`config.mk`:
```
export PLATFORM = sky130hd
export DESIGN_NAME = contador_modulo_hex
export DESIGN_NICKNAME = d
export VERILOG_FILES = /design/src/rtl/contador_pkg.sv /design/src/rtl/decodificador_hex7seg.sv /design/src/rtl/contador_modulo_hex.sv
export SDC_FILE = /design/constraint.sdc
export NUM_CORES = 1
export LEC_CHECK = 0
export BUFFER_PORTS_ARGS = -buffer_cell sky130_fd_sc_hd__buf_2
export CAP_MARGIN = 25
export CORE_MARGIN = 5
export CORE_UTILIZATION = 30
export DETAILED_ROUTE_END_ITERATION = 6
export PLACE_DENSITY_LB_ADDON = 0.15
export SYNTH_ARGS = -nofsm -noshare
export SYNTH_HDL_FRONTEND = slang
export SYNTH_HIERARCHICAL = 1
export SYNTH_SLANG_ARGS = --single-unit
```
`constraint.sdc`:
```
create_clock -name clk -period 1.65 [get_ports clk]
set_input_delay 0.0825 -clock clk [delete_from_list [all_inputs] [get_ports clk]]
set_output_delay 0.0825 -clock clk [all_outputs]
set_load 0.02 [all_outputs]
```
`src/rtl/contador_pkg.sv`:
```
// Shared types and the 7-segment glyph table for the modulo counter and its display decoder.
package contador_pkg;

    typedef logic [6:0] seg7_t;

    // Active-low segments, bit order {a,b,c,d,e,f,g} from MSB to LSB.
    localparam seg7_t SEG_GLYPH [0:15] = '{
        7'b0000001,  // 0
        7'b1001111,  // 1
        7'b0010010,  // 2
        7'b0000110,  // 3
        7'b1001100,  // 4
        7'b0100100,  // 5
        7'b0100000,  // 6
        7'b0001111,  // 7
        7'b0000000,  // 8
        7'b0000100,  // 9
        7'b0001000,  // A
        7'b1100000,  // b
        7'b0110001,  // C
        7'b1000010,  // d
        7'b0110000,  // E
        7'b0111000   // F
    };

    localparam seg7_t SEG_BLANK = 7'b1111111;

endpackage

```
`src/rtl/decodificador_hex7seg.sv`:
```
// Hex nibble to active-low 7-segment decoder; purely combinational.
module decodificador_hex7seg
    import contador_pkg::*;
(
    input  logic [3:0] nibble,
    output seg7_t      seg
);

    // NOTE: every output of a combinational block gets a default first so no latch is inferred.
    always_comb begin
        seg = SEG_BLANK;
        seg = SEG_GLYPH[nibble];
    end

endmodule

```
`src/rtl/contador_modulo_hex.sv`:
```
// Parametrised up/down modulo-MODULO counter with load, wrap flag and DIGITS-digit hex display.
// Define CONTADOR_STEP_EDGE_EN to count once per synchronised rising edge of step instead of per level.
module contador_modulo_hex
    import contador_pkg::*;
#(
    parameter int WIDTH  = 4,
    parameter int MODULO = 8,
    parameter int DIGITS = 2
) (
    input  logic                  clk,
    input  logic                  reset,
    input  logic                  step,
    input  logic                  up,
    input  logic                  load,
    input  logic [WIDTH-1:0]      load_val,
    output logic [WIDTH-1:0]      count,
    output logic                  wrap,
    output logic [7*DIGITS-1:0]   hex
);

    localparam int NIB_W = 4 * DIGITS;

    // Widened by one bit so that MODULO == 2**WIDTH is still representable.
    localparam logic [WIDTH:0]   MOD_EXT   = (WIDTH+1)'(MODULO);
    localparam logic [WIDTH-1:0] COUNT_MAX = WIDTH'(MODULO - 1);

    if (MODULO < 2 || MODULO > (2 ** WIDTH)) begin : g_bad_modulo
        $error("contador_modulo_hex: MODULO=%0d outside 2..2**WIDTH", MODULO);
    end
    if (NIB_W < WIDTH) begin : g_bad_digits
        $error("contador_modulo_hex: DIGITS=%0d too few for WIDTH=%0d", DIGITS, WIDTH);
    end

    logic step_acc;

`ifdef CONTADOR_STEP_EDGE_EN
    logic s1, s2, s3;

    always_ff @(posedge clk or posedge reset) begin
        if (reset) begin
            s1 <= 1'b0;
            s2 <= 1'b0;
            s3 <= 1'b0;
        end else begin
            s1 <= step;
            s2 <= s1;
            s3 <= s2;
        end
    end

    // s3 advances even when load wins, so a step edge coinciding with load is dropped.
    assign step_acc = s2 & ~s3;
`else
    assign step_acc = step;
`endif

    logic [WIDTH-1:0] count_nxt;
    logic             wrap_nxt;

    always_comb begin
        count_nxt = count;
        wrap_nxt  = 1'b0;
        if (load) begin
            count_nxt = ({1'b0, load_val} < MOD_EXT) ? load_val : '0;
        end else if (step_acc) begin
            if (up) begin
                if (count == COUNT_MAX) begin
                    count_nxt = '0;
                    wrap_nxt  = 1'b1;
                end else begin
                    count_nxt = count + 1'b1;
                end
            end else begin
                if (count == '0) begin
                    count_nxt = COUNT_MAX;
                    wrap_nxt  = 1'b1;
                end else begin
                    count_nxt = count - 1'b1;
                end
            end
        end
    end

    // NOTE: sequential state uses non-blocking assignments so all flops update from pre-edge values.
    always_ff @(posedge clk or posedge reset) begin
        if (reset) begin
            count <= '0;
            wrap  <= 1'b0;
        end else begin
            count <= count_nxt;
            wrap  <= wrap_nxt;
        end
    end

    logic [NIB_W-1:0] count_ext;

    always_comb begin
        count_ext              = '0;
        count_ext[WIDTH-1:0]   = count;
    end

    for (genvar d = 0; d < DIGITS; d++) begin : g_digit
        decodificador_hex7seg u_dec (
            .nibble (count_ext[4*d +: 4]),
            .seg    (hex[7*d +: 7])
        );
    end

endmodule
```
==> flow_metrics.env, run 1 <==
export IMPL_leakage_nw=0.570
export IMPL_grt_first_pass_wirelength_um=3530
export IMPL_whs_ps=85.9
export IMPL_vias=877
export IMPL_htreeDepth=1
export IMPL_clock_skew_ps=0.773
export IMPL_routed_wl_um=2110
export IMPL_synthArstFlopShare=1.00
export IMPL_switching_share=0.448
export IMPL_rows=20
export IMPL_grt_max_degree=15
export IMPL_synth_edf_count=0
export IMPL_seq_power_share=0.194
export IMPL_io_pins=28
export IMPL_r2r_start="count[0]$_DFFE_PP0P_"
export IMPL_final_cells=191
export IMPL_synth_commonest_cells="16 x ha_1, 9 x inv_1, 9 x mux2i_1"
export IMPL_r2r_slack_ps=140
export IMPL_syn_cell_area_um2=916
export IMPL_cp_top_family="flip-flops"
export IMPL_end_kind="output port"
export IMPL_p_per_area_nw_per_um2=686
export IMPL_hold_start="load_val[1]"
export IMPL_r2r_end="count[3]$_DFFE_PP0P_"
export IMPL_synthTopCellsByArea="ha_1 22%, dfrtp_1 14%, mux2i_1 9.8%, o21ai_0 3.8%, inv_1 3.7%"
export IMPL_pwr_share_comb=0.636
export IMPL_busiest_layer="met2"
export IMPL_min_period_over_period=0.952
export IMPL_path_max_fanout=5
export IMPL_die_height_um=65.3
export IMPL_clkTransAtPathRegs_ps=40
export IMPL_rsz0062_at_grt="yes"
export IMPL_crit_chain="inv_2, ha_2, or2b_1, o211ai_1, o21ai_1, buf_4"
export IMPL_cts_root_buf="clkbuf_4"
export IMPL_fp_coreArea_um2=2980
export IMPL_synth_most_common_cell="ha_1"
export IMPL_grt_pass1_vias=770
export IMPL_p_int_mw=0.467
export IMPL_wire_per_inst_um=11.0
export IMPL_finalSetupTns_ps=0
export IMPL_grt_overflow_total=0
export IMPL_ys_types=35
export IMPL_hold_viol=0
export IMPL_crit_required_ps=1570
export IMPL_antenna_found_initial=0
export IMPL_crit_start="count[1]$_DFFE_PP0P_"
export IMPL_dpl_cell_area_um2=1110
export IMPL_yosys_area_top_type="ha_1"
export IMPL_cpPeakStageDelay_ps=400
export IMPL_nets=184
export IMPL_synth_seq_cells=5
export IMPL_p_clk_frac=0.170
export IMPL_numCtsBuffers=3
export IMPL_syn2layout_area_growth_pct=34.6
export IMPL_cts_tree="built"
export IMPL_synthFlopType="dfrtp_1"
export IMPL_grt_use_total=0.0998
export IMPL_drv_slew=0
export IMPL_met3_usage=0.0103
export IMPL_diodes=0
export IMPL_clock_latency_ps=240
export IMPL_dp_cells=179
export IMPL_yosysTopAreaCellShare=0.219
export IMPL_dpl_hpwl_um=1600
export IMPL_slowest_stage="dfrtp_2"
export IMPL_max_cap_viol_count=0
export IMPL_switchingPower_mw=0.379
export IMPL_drc=0
export IMPL_die_x_um=65.3
export IMPL_final_area_um2=1230
export IMPL_status="finished, final reports clean"
export IMPL_period_needed_ps=1570
export IMPL_hp_class="in2reg"
export IMPL_n_fill_cell=312
export IMPL_place_congestion=0.821
export IMPL_critPathCapture="hex[6]"
export IMPL_final_core_util=0.414
export IMPL_syn_inst=111
export IMPL_initial_core_util=0.308
export IMPL_routed_via_density=4.59
export IMPL_first_iter_violations=17
export IMPL_dr_pass1_iters=7
export IMPL_dieArea_um2=4260
export IMPL_met1_usage=0.128
export IMPL_critPathLaunchType="register"
export IMPL_use_met2=0.178
export IMPL_postSynthAreaPerCell_um2=8.25
export IMPL_synth_seq_area_share=0.137
export IMPL_critical_path_depth=6
export IMPL_portBuffers=20
export IMPL_ant_nets=0
export IMPL_max_freq_mhz=637
export IMPL_clockBufferDepth=2
export IMPL_crit_arrival_ps=1490
export IMPL_ir_drop_v=0.000180
export IMPL_drive_gt1_frac=0.335
export IMPL_cts_sinks=5
export IMPL_crit_type="reg2out"
export IMPL_ff2ff_path_depth=5
export IMPL_setup_viol=0
export IMPL_crit_buf_inv=2
export IMPL_yosys_warnings=6
[how the worst min path moves through the flow]
stage                                 endpoint  slack (ps)  depth (start not counted)
after floorplan           count[1]$_DFFE_PP0P_        -140                          1
after global placement    count[2]$_DFFE_PP0P_         -20                          2
after detailed placement  count[2]$_DFFE_PP0P_         -10                          2
after CTS                 count[1]$_DFFE_PP0P_          80                          3
after global routing      count[1]$_DFFE_PP0P_          90                          3
final                     count[1]$_DFFE_PP0P_          90                          3
[placed cells by master (no fill, tap or decap), types with 3 or more instances in the layout]
| cell type | synthesis | final |
|---|---|---|
| o21ai_0 | 7 | 4 |
| conb_1 | 1 | 19 |
| nor2_1 | 7 | 7 |
| clkbuf_4 | 0 | 3 |
| nand2b_1 | 4 | 4 |
| buf_2 | 2 | 19 |
| nand2_1 | 7 | 5 |
| a21oi_1 | 4 | 3 |
| dfrtp_2 | 0 | 3 |
| nand3_1 | 4 | 4 |
| ha_1 | 16 | 14 |
| inv_1 | 9 | 7 |
| o21ai_1 | 3 | 6 |
| buf_4 | 0 | 10 |
| mux2i_1 | 9 | 8 |
| nand3b_1 | 4 | 4 |
[state kept, by name, indices dropped and copies added, names as in the netlist]
register	flops
wrap	1
count	4
[layer usage]
metal | part of all wire | up-vias
met4 | 0.0076 | 0
met5 | 0 | -
met1 | 0.45 | 398
met2 | 0.50 | 18
met3 | 0.043 | 2
li1 | - | 459
[logic make-up (layout without fill, tap and decap cells)]
kind of cell | after synthesis | in the layout | share of synthesized area
AO/OA/AOI/OAI | 23 | 23 | 0.157
XOR/XNOR | 2 | 2 | 0.0191
adder cells (fa/ha/maj) | 16 | 16 | 0.219
buffers and inverters | 16 | 45 | 0.0929
flip-flops | 5 | 5 | 0.137
multiplexers | 12 | 12 | 0.148
other | 1 | 19 | 0.00409
AND/OR/NAND/NOR | 36 | 36 | 0.224
[worst min-delay path: stages]
cell,delay (ps)
buf_2,80
nand3b_1,70
o21ai_0,70
[metrics by stage]
step	setup WS [ps]	total power, mW
6_report	79.8	0.846
2_1_floorplan	8.69	0.510
3_3_place_gp	144	0.616
3_5_place_dp	125	0.618
5_1_grt	-44.4	0.916
4_1_cts	12.4	0.797
[final cells by class]
cell class	instances	area, µm²	share of cell area
repair buffers	32	203	0.164
clock buffers	4	26.3	0.0213
flip-flops and latches	5	129	0.105
inverters	9	33.8	0.0274
well taps	33	41.3	0.0335
multi-input cells	108	800	0.649
[repair_timing]
action | 4_1_cts | 5_1_grt
endpoints found under the setup margin | 5 | 5
hold buffers | 1 | 0
cloned | 0 | 1
gates resized for setup | 3 | 14
setup buffers | 4 | 2
hold endpoints to repair | 5 | 0
pin swaps | 0 | 1
[power by group through the flow]
stage	clock network [mW]	logic, mW	registers, mW
global route	0.160	0.589	0.168
floorplan	0	0.320	0.190
global placement	0	0.448	0.168
finish	0.144	0.538	0.164
CTS	0.149	0.488	0.159
detailed placement	0	0.449	0.169
No activity file was read; power rests on OpenSTA's default activity.
==> run 2: changes to the inputs <==
--- a/config.mk
+++ b/config.mk
@@ -5,7 +5,7 @@
 export SDC_FILE = /design/constraint.sdc
 export NUM_CORES = 1
 export LEC_CHECK = 0
-export BUFFER_PORTS_ARGS = -buffer_cell sky130_fd_sc_hd__buf_2
+export BUFFER_PORTS_ARGS = -buffer_cell sky130_fd_sc_hd__clkbuf_2
 export CAP_MARGIN = 25
 export CORE_MARGIN = 5
 export CORE_UTILIZATION = 30
==> flow_metrics.env, run 2 (same netlist as run 1, synthesis figures left out) <==
export IMPL_status="finished, final reports clean"
export IMPL_rows=20
export IMPL_critPathLaunchType="register"
export IMPL_grt_use_total=0.107
export IMPL_antenna_found_initial=0
export IMPL_fin_ws_ps=79.5
export IMPL_drv_slew=0
export IMPL_wire_per_inst_um=11.3
export IMPL_setup_viol=0
export IMPL_syn2layout_area_growth_pct=39.9
export IMPL_whs_ps=89.7
export IMPL_largest_register_ffs=4
export IMPL_crit_required_ps=1570
export IMPL_drc=0
export IMPL_vias=848
export IMPL_leakage_nw=0.587
export IMPL_grt_first_pass_wirelength_um=3690
export IMPL_grt_overflow_total=0
export IMPL_cts_root_buf="clkbuf_4"
export IMPL_place_congestion=0.825
export IMPL_routed_via_density=4.42
export IMPL_p_per_area_nw_per_um2=690
export IMPL_seqCellArea_um2=128
export IMPL_initial_core_util=0.308
export IMPL_mostFrequentLayoutCell="conb_1"
export IMPL_reg_top3="count x4, wrap x1"
export IMPL_ant_nets=0
export IMPL_cts_tree="built"
export IMPL_multiInputGateArea_um2=826
export IMPL_clock_latency_ps=240
export IMPL_drive_gt1_frac=0.340
export IMPL_cts_sinks=5
export IMPL_nets=185
export IMPL_grt_max_degree=15
export IMPL_n_fill_cell=307
export IMPL_clock_skew_ps=0.535
export IMPL_crit_type="reg2out"
export IMPL_dr_pass1_iters=4
export IMPL_rsz0062_at_grt="yes"
export IMPL_ir_drop_v=0.000163
export IMPL_first_iter_violations=19
export IMPL_grt_pass1_vias=825
export IMPL_path_max_fanout=4
export IMPL_period_needed_ps=1570
export IMPL_numCtsBuffers=3
export IMPL_min_period_over_period=0.952
export IMPL_diodes=0
export IMPL_fp_coreArea_um2=2980
export IMPL_io_pins=28
export IMPL_top_register="count"
export IMPL_portBuffers=20
export IMPL_hold_viol=0
export IMPL_end_kind="output port"
export IMPL_routed_wl_um=2170
export IMPL_clkTransAtPathRegs_ps=40
export IMPL_die_x_um=65.3
export IMPL_clockBufferDepth=2
export IMPL_htreeDepth=1
export IMPL_dpl_hpwl_um=1720
export IMPL_max_freq_mhz=637
export IMPL_hp_class="in2reg"
export IMPL_crit_arrival_ps=1490
export IMPL_pre_cts_ws_ps=163
export IMPL_mostFrequentLayoutCells="19 x conb_1, 16 x clkbuf_2, 14 x ha_1, 14 x buf_4, 8 x mux2i_1"
export IMPL_max_cap_viol_count=0
export IMPL_dieArea_um2=4260
export IMPL_die_height_um=65.3
[run 2: changes by cell type in the layout (fill, tap and decap cells not counted), moves of 2 or more]
cell      before  now
ha_4           0    2
buf_4         10   14
buf_2         19    0
ha_2           2    0
clkbuf_2       0   16
[run 2: stage by stage]
stage	cell area, µm²	power (mW)	utilization	TNS, ps	instances
final	1280	0.883	0.430	0	192
after global routing	1280	0.963	0.430	-3.10	192
after CTS	1180	0.802	0.398	-15.5	187
after detailed placement	1120	0.632	0.377	0	180
after global placement	1120	0.623	0.377	0	180
after floorplan	995	0.510	-	0	129
[run 2: path summary, 6_finish.rpt]
path	startpoint	end	slack, ps	cells past startpoint
setup / recovery	count[1]$_DFFE_PP0P_	hex[3]	80	7
min in group asynchronous	reset	count[1]$_DFFE_PP0P_	280	3
hold reg to reg	count[3]$_DFFE_PP0P_	wrap$_DFF_PP0_	610	1
hold / removal	load_val[1]	count[1]$_DFFE_PP0P_	90	3
max in group asynchronous	reset	count[0]$_DFFE_PP0P_	1180	3
setup reg to reg	count[1]$_DFFE_PP0P_	count[3]$_DFFE_PP0P_	100	6
[run 2: area by class of cell]
cell class,count,share of cell area
tap,33,0.0322
sequential,5,0.0996
clock buffer,4,0.0205
timing repair buffer,33,0.177
inverter,9,0.0264
multi-input combinational,108,0.645
[run 2: where the power goes]
| group | internal (mW) | switching, mW |
|---|---|---|
| sequential | 0.138 | 0.0260 |
| clock | 0.0913 | 0.0479 |
| combinational | 0.265 | 0.316 |
[run 2: critical path, stage by stage, from the launching register on]
cell     delay (ps)
dfrtp_1         380
inv_2            80
buf_12          130
ha_4            250
nand2_2          60
a21oi_2         130
a31oi_2          50
buf_4           170
[run 2: per-layer routing]
layer / vias up / track usage / wire length [µm]
met3: 0 / 0.00855 / 61
met5: - / 0 / 0
met1: 372 / 0.133 / 986
li1: 462 / - / -
met4: 0 / 0.0311 / 0
met2: 14 / 0.193 / 1120
[run 2: repair_timing]
| item | in CTS | in global routing |
|---|---|---|
| gates resized for setup | 7 | 16 |
| hold buffers | 1 | 0 |
| buffers inserted | 2 | 5 |
| setup endpoints to repair | 2 | 5 |
| pin swaps | 0 | 2 |
| hold endpoints to repair | 5 | 0 |
==> run 3: changes to the inputs <==
--- a/config.mk
+++ b/config.mk
@@ -13,5 +13,4 @@
 export PLACE_DENSITY_LB_ADDON = 0.15
 export SYNTH_ARGS = -nofsm -noshare
 export SYNTH_HDL_FRONTEND = slang
-export SYNTH_HIERARCHICAL = 1
 export SYNTH_SLANG_ARGS = --single-unit
==> flow_metrics.env, run 3 <==
export IMPL_synth_edf_count=0
export IMPL_path_max_fanout=5
export IMPL_mostFrequentLayoutCell="buf_4"
export IMPL_rows=17
export IMPL_portBuffers=20
export IMPL_synth_top_family_by_area="simple AND/OR/NAND/NOR gates"
export IMPL_fp_coreArea_um2=2190
export IMPL_crit_arrival_ps=1660
export IMPL_dr_pass1_iters=4
export IMPL_yosysTopAreaCellShare=0.184
export IMPL_synthFlopType="dfrtp_1"
export IMPL_synthAdderAreaFrac=0.110
export IMPL_p_int_mw=0.461
export IMPL_first_iter_violations=7
export IMPL_nets=128
export IMPL_p_per_area_nw_per_um2=789
export IMPL_routed_via_density=4.70
export IMPL_pre_cts_ws_ps=54.2
export IMPL_clockBufferDepth=2
export IMPL_htreeDepth=1
export IMPL_met2_length_um=858
export IMPL_ant_nets=0
export IMPL_seqCellArea_um2=129
export IMPL_antenna_found_initial=0
export IMPL_syn_cell_area_um2=681
export IMPL_critPathLaunchType="register"
export IMPL_seq_power_share=0.208
export IMPL_ir_drop_v=0.000355
export IMPL_crit_required_ps=1570
export IMPL_clock_skew_ps=3.09
export IMPL_grt_overflow_total=0
export IMPL_synth_simple_area_share=0.200
export IMPL_synth_xor_area_share=0.0129
export IMPL_cts_root_buf="clkbuf_4"
export IMPL_wire_per_inst_um=12.4
export IMPL_postSynthAreaPerCell_um2=8.30
export IMPL_pwr_share_comb=0.604
export IMPL_drc=0
export IMPL_initial_core_util=0.311
export IMPL_largest_register_ffs=4
export IMPL_period_needed_ps=1750
export IMPL_cts_tree="built"
export IMPL_reg_top3="count x4, wrap x1"
export IMPL_setup_viol=2
export IMPL_dieArea_um2=3320
export IMPL_synth_compound_area_frac=0.169
export IMPL_synthTopCellsByArea="dfrtp_1 18%, ha_1 11%, buf_4 9.9%, mux2i_1 7.4%, nor2_1 4.4%"
export IMPL_numCtsBuffers=3
export IMPL_n_fill_cell=224
export IMPL_multiInputGateArea_um2=517
export IMPL_highest_layer="met3"
export IMPL_final_core_util=0.450
export IMPL_diodes=0
export IMPL_grt_first_pass_wirelength_um=2790
export IMPL_drive_gt1_frac=0.509
export IMPL_grt_pass1_vias=627
export IMPL_cts_sinks=5
export IMPL_die_height_um=57.6
export IMPL_place_congestion=0.720
export IMPL_max_cap_viol_count=0
export IMPL_status="finished with violations"
export IMPL_drv_slew=0
export IMPL_end_kind="output port"
export IMPL_synth_seq_area_share=0.184
export IMPL_yosys_area_top_type="dfrtp_1"
export IMPL_yosys_warnings=0
export IMPL_synthArstFlopShare=1.00
export IMPL_clkTransAtPathRegs_ps=50
export IMPL_synth_commonest_cells="9 x buf_4, 8 x nor2_1, 6 x ha_1"
export IMPL_synth_area_mux_share=0.145
export IMPL_syn2layout_area_growth_pct=44.9
export IMPL_hp_class="in2reg"
export IMPL_top_register="count"
export IMPL_fin_ws_ps=-96.3
export IMPL_dpl_cell_area_um2=821
export IMPL_clock_latency_ps=250
export IMPL_dpl_hpwl_um=1310
export IMPL_vias=658
export IMPL_crit_type="reg2out"
export IMPL_synth_seq_cells=5
export IMPL_min_period_over_period=1.06
export IMPL_io_pins=28
export IMPL_grt_use_total=0.106
export IMPL_mostFrequentLayoutCells="17 x buf_4, 16 x clkbuf_2, 7 x nor2_1, 7 x conb_1, 5 x mux2i_1"
export IMPL_wl_met1_um=780
export IMPL_switchingPower_mw=0.316
export IMPL_die_x_um=57.6
export IMPL_final_area_um2=986
export IMPL_hold_viol=0
export IMPL_grt_max_degree=17
export IMPL_synth_most_common_cell="buf_4"
export IMPL_wl_met3_um=92
export IMPL_switching_share=0.407
export IMPL_ys_types=32
export IMPL_routed_wl_um=1730
export IMPL_syn_inst=82
export IMPL_violations="setup timing"
export IMPL_leakage_nw=0.458
export IMPL_max_freq_mhz=573
export IMPL_rsz0062_at_grt="yes"
export IMPL_p_clk_frac=0.188
==> run 3: what timing repair did <==
action / CTS / global route
pin swaps: 1 / 2
hold buffers: 1 / 0
endpoints found under the setup margin: 6 / 5
resized for setup: 21 / 7
setup buffers: 4 / 1
hold endpoints to repair: 5 / 0
==> run 3: logic make-up after synthesis <==
logic type,Yosys count
and+or+nand+nor,24
buffers and inverters,20
AOI/OAI and AO/OA,16
muxes,8
adders and majority gates,6
DFF,5
other,2
xor gates and xnor gates,1
==> run 3: path summary, 6_finish.rpt <==
kind	to	start	slack [ps]	cells past startpoint
max reg2reg	count[1]$_DFFE_PP0P_	count[1]$_DFFE_PP0P_	140	7
min	count[2]$_DFFE_PP0P_	load_val[3]	60	2
max in group asynchronous	count[1]$_DFFE_PP0P_	reset	1190	3
min in group asynchronous	count[0]$_DFFE_PP0P_	reset	260	3
max	hex[3]	count[1]$_DFFE_PP0P_	-100	5
min reg2reg	count[1]$_DFFE_PP0P_	count[1]$_DFFE_PP0P_	780	3
==> run 3: area by class of cell <==
class / count / share of cell area
clock buffers: 4 / 0.0266
inverters: 4 / 0.0203
multi-input cells: 62 / 0.524
flip-flops and latches: 5 / 0.131
well taps: 28 / 0.0355
repair buffers: 37 / 0.263
==> run 3: routing by layer <==
metal | vias up | track usage
met5 | - | 0
met1 | 312 | 0.136
li1 | 330 | -
met3 | 0 | 0.0401
met4 | 0 | 0.0199
met2 | 16 | 0.171
==> run 3: worst max-delay path, stage by stage (launching register included) <==
cell and delay, ps:
dfrtp_2 410, inv_4 80, ha_4 270, inv_2 30
mux4_2 470, buf_8 150
==> run 3: through the flow <==
step	power, mW	setup TNS (ps)	std cells	hold slack [ps]
finish	0.778	-151	140	63.5
detailed placement	0.532	0	130	-20.8
floorplan	0.419	0	87	-139
global route	0.843	-451	140	71.9
global placement	0.531	0	130	-22.8
CTS	0.768	-204	139	55.3
==> run 3: power groups by stage <==
stage	logic [mW]	registers [mW]	clock network (mW)
final	0.470	0.162	0.146
after detailed placement	0.371	0.161	0
after global placement	0.370	0.161	0
after CTS	0.451	0.162	0.155
after global routing	0.508	0.165	0.170
after floorplan	0.256	0.163	0
